===== src/rtl/uart_frame_tx.sv =====
// uart_frame_tx: multi-byte UART transmitter with start/done handshake,
// runtime length, abort, and configurable parity and stop bits.
module uart_frame_tx #(
  parameter  int CLK_FRE   = 50000000,
  parameter  int CLK_UART  = 115200,
  parameter  int NUM_BYTES = 144,
  parameter  int PARITY    = 0,
  parameter  int STOP_BITS = 1,
  localparam int LW        = $clog2(NUM_BYTES + 1)
) (
  input  logic                   clk,
  input  logic                   rst,
  input  logic                   start,
  input  logic [NUM_BYTES*8-1:0] data_in,
  input  logic [LW-1:0]          len,
  input  logic                   abort,
  output logic                   tx,
  output logic                   busy,
  output logic                   done,
  output logic [LW-1:0]          byte_idx
);

  localparam int BAUD_DIV = CLK_FRE / CLK_UART;
  localparam int CW = (BAUD_DIV > 2) ? $clog2(BAUD_DIV) : 1;
  localparam logic PAR_INV = (PARITY == 1);
  localparam logic [LW-1:0] MAX_LEN = LW'(NUM_BYTES);

  typedef enum logic [2:0] {IDLE, START, DATA, PAR, STOP} state_t;

  state_t                 state, state_n;
  logic [CW-1:0]          baud_cnt, baud_cnt_n;
  logic [2:0]             bit_cnt, bit_cnt_n;
  logic [LW-1:0]          byte_cnt, byte_cnt_n, byte_idx_n;
  logic [NUM_BYTES*8-1:0] buffer, buffer_n;
  logic                   zero_pend, zero_pend_n;
  logic                   tx_n, done_n;
  logic                   tick;
  logic [7:0]             cur_byte;

  assign tick     = (baud_cnt == CW'(BAUD_DIV - 1));
  assign cur_byte = buffer[7:0];

  // tx_n is the line level for the state being entered, so tx stays registered
  always_comb begin
    state_n     = state;
    baud_cnt_n  = '0;
    bit_cnt_n   = bit_cnt;
    byte_cnt_n  = byte_cnt;
    byte_idx_n  = byte_idx;
    buffer_n    = buffer;
    zero_pend_n = 1'b0;
    tx_n        = tx;
    done_n      = zero_pend;

    if (state == IDLE) begin
      tx_n       = 1'b1;
      byte_idx_n = '0;
      bit_cnt_n  = '0;
      if (start && !abort) begin
        if (len == '0) begin
          zero_pend_n = 1'b1;
        end else begin
          state_n    = START;
          tx_n       = 1'b0;
          buffer_n   = data_in;
          byte_cnt_n = (len > MAX_LEN) ? MAX_LEN : len;
        end
      end
    end else if (abort) begin
      state_n    = IDLE;
      tx_n       = 1'b1;
      byte_idx_n = '0;
      bit_cnt_n  = '0;
    end else if (!tick) begin
      baud_cnt_n = baud_cnt + CW'(1);
    end else begin
      case (state)
        START: begin
          state_n   = DATA;
          bit_cnt_n = '0;
          tx_n      = cur_byte[0];
        end
        DATA: begin
          if (bit_cnt == 3'd7) begin
            bit_cnt_n = '0;
            if (PARITY != 0) begin
              state_n = PAR;
              tx_n    = (^cur_byte) ^ PAR_INV;
            end else begin
              state_n = STOP;
              tx_n    = 1'b1;
            end
          end else begin
            bit_cnt_n = bit_cnt + 3'd1;
            tx_n      = cur_byte[bit_cnt + 3'd1];
          end
        end
        PAR: begin
          state_n   = STOP;
          bit_cnt_n = '0;
          tx_n      = 1'b1;
        end
        STOP: begin
          if (bit_cnt == 3'(STOP_BITS - 1)) begin
            bit_cnt_n = '0;
            if ((byte_idx + LW'(1)) < byte_cnt) begin
              state_n    = START;
              byte_idx_n = byte_idx + LW'(1);
              buffer_n   = buffer >> 8;
              tx_n       = 1'b0;
            end else begin
              state_n    = IDLE;
              byte_idx_n = '0;
              tx_n       = 1'b1;
              done_n     = 1'b1;
            end
          end else begin
            bit_cnt_n = bit_cnt + 3'd1;
          end
        end
        default: begin
          state_n = IDLE;
          tx_n    = 1'b1;
        end
      endcase
    end
  end

  always_ff @(posedge clk or negedge rst) begin
    if (!rst) begin
      state     <= IDLE;
      baud_cnt  <= '0;
      bit_cnt   <= '0;
      byte_cnt  <= '0;
      byte_idx  <= '0;
      buffer    <= '0;
      zero_pend <= 1'b0;
      tx        <= 1'b1;
      busy      <= 1'b0;
      done      <= 1'b0;
    end else begin
      state     <= state_n;
      baud_cnt  <= baud_cnt_n;
      bit_cnt   <= bit_cnt_n;
      byte_cnt  <= byte_cnt_n;
      byte_idx  <= byte_idx_n;
      buffer    <= buffer_n;
      zero_pend <= zero_pend_n;
      tx        <= tx_n;
      busy      <= (state_n != IDLE);
      done      <= done_n;
    end
  end

endmodule


===== config.mk =====
export PLATFORM = sky130hd
export DESIGN_NAME = uart_frame_tx
export DESIGN_NICKNAME = d
export VERILOG_FILES = /design/src/rtl/uart_frame_tx.sv
export SDC_FILE = /design/constraint.sdc
export NUM_CORES = 2
export LEC_CHECK = 0
export BUFFER_PORTS_ARGS = -buffer_cell sky130_fd_sc_hd__buf_2
export CAP_MARGIN = 5
export CORE_AREA = 2 2 453 455
export DETAILED_ROUTE_END_ITERATION = 10
export DIE_AREA = 0 0 455 457
export SYNTH_ARGS = -nofsm -noshare
export SYNTH_HDL_FRONTEND = slang
export SYNTH_SLANG_ARGS = --single-unit

===== constraint.sdc =====
create_clock -name clk -period 3.4 [get_ports clk]
set_input_delay 0.68 -clock clk [delete_from_list [all_inputs] [get_ports clk]]
set_output_delay 0.68 -clock clk [all_outputs]
set_load 0.03 [all_outputs]

## Word level (Yosys, flattened, before mapping)

Cells that the tools add are included.
Widths: inputs -> output; s select.

- Bits in registers: 1187
- Logic and storage cells: 99
- Input port bits: 1164
- Output and inout bits: 11

- Magnitude comparators: 3
- Reduce and logical (&&, ||, !) cells: 20
- Equal/unequal tests: 10
- Bitwise operators: 1
- Add/sub/neg operators: 3
- Mux-type cells: 52

Operators with widths:

| operator | count |
|---|---|
| $mux 1152 | 8 |
| $mux 8 | 7 |
| $mux 3 | 12 |
| $mux 9 | 3 |
| $mux 1 | 18 |
| $pmux 3 s4 | 1 |
| $reduce_bool 3->1 | 4 |
| $add 9x1->9 const B | 1 |
| $eq 9x9->1 const B | 1 |
| $pmux 3 s3 | 1 |
| $add 8x1->8 const B | 1 |
| $gt 8x8->1 const B | 1 |
| $logic_not 8->1 | 1 |
| $lt 8x8->1 | 1 |
| $reduce_bool 2->1 | 4 |
| $reduce_and 7->1 | 1 |
| $eq 3x2->1 const B | 2 |
| $eq 3x3->1 const B | 2 |
| $logic_not 3->1 | 2 |
| $reduce_and 3->1 | 2 |
| $reduce_bool 5->1 | 1 |
| $lt 3x4->1 const B | 1 |
| $ne 2x1->1 const B | 2 |
| $ne 4x4->1 const B | 1 |
| 10 further kinds | 11 |

## Longest topological paths before layout

- Depth in word-level cells: 9
- Depth in mapped cells: 13

## Least setup slack after synthesis

No wires, ideal clock.

- Kind: register to register
- From: register byte_idx[0]
- To: register buffer[1000]
- Arrival: 2.874 ns
- Cell stages (with the launch flop): 13
- Setup slack: 0.405 ns
- Cell sequence: dfrtp_1 ha_1 nand3_1 xnor2_1 ha_1 or4_1 o2111ai_1 o2111ai_1 clkbuf_1 buf_2 buf_2 o22ai_1 nor2_1

- Longest elaborated chain between the ends: 4

RTL lines:

| what | RTL line | source |
|---|---|---|
| start: declaration | 20 | `output logic [LW-1:0] byte_idx` |
| start signal: assignment | 146 | `byte_idx <= byte_idx_n;` |
| $add 8x1->8 | 106 | `if ((byte_idx + LW'(1)) < byte_cnt) begin` |
| $lt 8x8->1 | 106 |  |
| $reduce_bool 2->1 (no source line) | n/a |  |
| $reduce_and 7->1 (no source line) | n/a |  |
| end signal: assignment | 147 | `buffer <= buffer_n;` |
| end: declaration | 34 | `logic [NUM_BYTES*8-1:0] buffer, buffer_n;` |

Every way passes these cells.
A chain may end at the register's enable or synchronous reset.

## Final worst setup path

- From: register byte_idx[0]
- To: register buffer[253]

Same word-level chain as after synthesis.

==> results.cfg <==
[outcome]
outcome = finished clean

[sta]
period_share = 0.9608
relSlewSlack = 0.2122
setup-tns-final_ns = 0
fmax_ghz = 0.3061
hold-worst-slack_ns = 0.1130
hold_viol_final = 0
period_needed_ns = 3.267
clock_skew_ns = 0.04497
finalSetupViolCount = 0
slew_violations = 0
worst_pin_slew_ns = 1.182

[synthesis]
synth_edf_count = 0
synth_warnings = 0
synth-seq-cells = 1187
syn_area_per_cell_sq_um = 9.511
ys.flop_type = dfrtp_1
synth_async_sr_flop_share = 1.000
syn_inst = 5308
synth_area_sq_um = 50490
yosysSeqAreaShare = 0.5884
syn-num-nets = 6485
synth.distinct_cells = 50

[pwr]
leakagePower_uw = 0.02739
seq_power_share = 0.480
pwr-share-clk = 0.378
p_per_area_nw_per_um2 = 616.0
p_int_uw = 28460
p_sw_uw = 11470
vdd.ir_drop.worst_v = 0.0004485
switching_share = 0.2872
pwr-share-comb = 0.142

[finish]
multiInputGateArea_sq_um = 18070
stdcell_count = 9265
layout_commonest_cell = dfrtp_1
area_delta_synth_final_pct = 28.36
final_area_sq_um = 64800
fin_util = 0.3187
fin_nets = 7503
seq_area_sq_um = 29710
nFillCells = 21130
drive_above_1_share = 0.2510
final_cell_mix = dfrtp_1 (1183), buf_2 (1173), o22ai_1 (1135), nor2_1 (1051), nor3_1 (1033)

[floorplan]
die_h_um = 457
start_util = 0.2483
design.core.area_sq_um = 203300
top_level_ports = 1175
floorplan.die_area_sq_um = 207900
rows = 166
die_w_um = 455

[routing]
via_count = 47920
ant_nets = 0
vias_per_cell = 5.172
wl_per_cell_um = 23.18
totalWireLength_um = 214800
drtIter0Drc = 4807
first_pass_iters = 6
drc = 0

[global_routing]
grt_usage = 0.1974
grt-ovfl-total = 0
grt_pass1_wl_um = 308900
antenna_found_initial = 152
grt_max_degree = 197
grt_pass1_vias = 46350

[cts]
clkTransAtPathRegs_ns = 0.06
cts_buffers = 137
insertion_delay_ns = 0.80
cts_tree = built
h-tree-depth = 4
clock_sinks = 1187
cts_post_setup_buffers_inserted = 0
clockBufferDepth = 3
cts-root-buf = clkbuf_16

[worst_setup_path]
cpPeakStageDelay_ns = 0.55
slowest_stage = or4_1
cp_top_family = compound AO/OA/AOI/OAI gates
r2r_slack_ns = 0.13
crit_fanout = 74
crit_type = register to register
arrival_ns = 3.92
start_kind = register
cp.buffers_inverters = 4
required_ns = 4.06
cp_cell_sequence = buf_4 > nand3_1 > xnor2_1 > ha_1 > or4_1 > o2111ai_2 > buf_4 > o2111ai_4 > buf_12 > buf_12 > o22ai_1 > nor2_1
cp-end-kind = register

[placement]
gp_congestion = 0.9325
place_hpwl_um = 155300
dp_cells = 8874
port_buffers = 1174
dpl_cell_area_sq_um = 59790

[job]
drv_cap = 0

[worst_hold_path]
hold_path_class = input port to register
[kinds of logic (layout without fill, tap and decap cells)]
kind of cell | Yosys count | count (layout) | synth area share
and+or+nand+nor | 2138 | 2138 | 0.1867
AOI/OAI and AO/OA | 1323 | 1323 | 0.1624
DFF | 1187 | 1187 | 0.5884
buffers and inverters | 633 | 1755 | 0.05623
adders and majority gates | 13 | 13 | 0.003222
xor gates and xnor gates | 10 | 10 | 0.001735
muxes | 4 | 4 | 0.001313
other | 0 | 147 | 0
[path summary, 6_finish.rpt]
path                           endpoint  cells after the start     startpoint
setup / recovery            buffer[253]                     12    byte_idx[0]
hold / removal             buffer[1148]                      2  data_in[1148]
setup reg to reg            buffer[253]                     12    byte_idx[0]
hold reg to reg                    done                      1      zero_pend
max in group asynchronous   buffer[741]                      4            rst
min in group asynchronous  buffer[1053]                      2            rst
[final cells by class]
cell class              count  area share
clock inverters            37    0.008032
well taps                2688     0.05190
flip-flops and latches   1187      0.4584
clock buffers             206     0.06190
inverters                 128    0.007414
multi-input cells        3488      0.2788
repair buffers           1384      0.1279
diodes                    147    0.005676
[per-stage QoR]
stage / total power [uW] / setup slack (ns)
global route: 41860 / -0.01852
finish: 39920 / 0.1333
detailed placement: 24990 / -0.05419
floorplan: 22040 / 0.4052
global placement: 24750 / 0.007093
CTS: 40170 / 0.02988
[registers in the layout (all words and copies together) (netlist names)]
| name | cells |
|---|---|
| buffer | 1152 |
| baud_cnt | 9 |
| byte_cnt | 8 |
| byte_idx | 8 |
| bit_cnt | 3 |
| state | 3 |
| busy | 1 |
| done | 1 |
| tx | 1 |
| zero_pend | 1 |
[metal layers]
| layer | global-route usage | wire (um) | vias up |
|---|---|---|---|
| met5 | 0 | 351 | - |
| met4 | 0.1046 | 9709 | 54 |
| li1 | - | - | 21560 |
| met2 | 0.2936 | 96930 | 2111 |
| met1 | 0.2624 | 90220 | 23770 |
| met3 | 0.05018 | 17570 | 432 |
[power by group through the flow]
stage	logic (uW)	registers [uW]	clock network (uW)
6_report	5670	19200	15100
4_1_cts	5670	19100	15400
3_3_place_gp	5460	19300	0
2_1_floorplan	3640	18400	0
3_5_place_dp	5640	19400	0
5_1_grt	6390	19500	16000
[synth_stat cells (2+ instances only)]
cell	number	area share
or3_1	6	0.00074
buf_4	48	0.0071
o21ai_0	12	0.0012
a22o_1	18	0.0031
xnor2_1	6	0.0010
nand3_1	14	0.0014
a211oi_1	2	0.00030
o2111ai_1	3	0.00052
clkbuf_1	201	0.015
nand2_1	10	0.00074
ha_1	13	0.0032
o22ai_1	1145	0.14
o211ai_1	2	0.00030
a21o_1	3	0.00045
buf_6	3	0.00067
nand4_1	3	0.00037
nor3_1	1033	0.10
o31ai_1	2	0.00030
or4_1	2	0.00030
nor2_1	1052	0.078
nand2b_1	5	0.00062
nor2b_1	2	0.00025
nor3_2	2	0.00040
buf_2	208	0.021
xor2_1	4	0.00069
dfrtp_1	1186	0.59
inv_1	128	0.0095
nor4_1	4	0.00050
buf_1	45	0.0033
a21oi_1	125	0.012
mux4_2	2	0.00089
[repair_timing]
item | CTS | global route
hold buffers | 1 | 0
hold endpoints to repair | 46 | 0
cloned | 0 | 0
endpoints found under the setup margin | 1 | 508
gates resized for setup | 1 | 19
(Power assumes the default switching activity.)
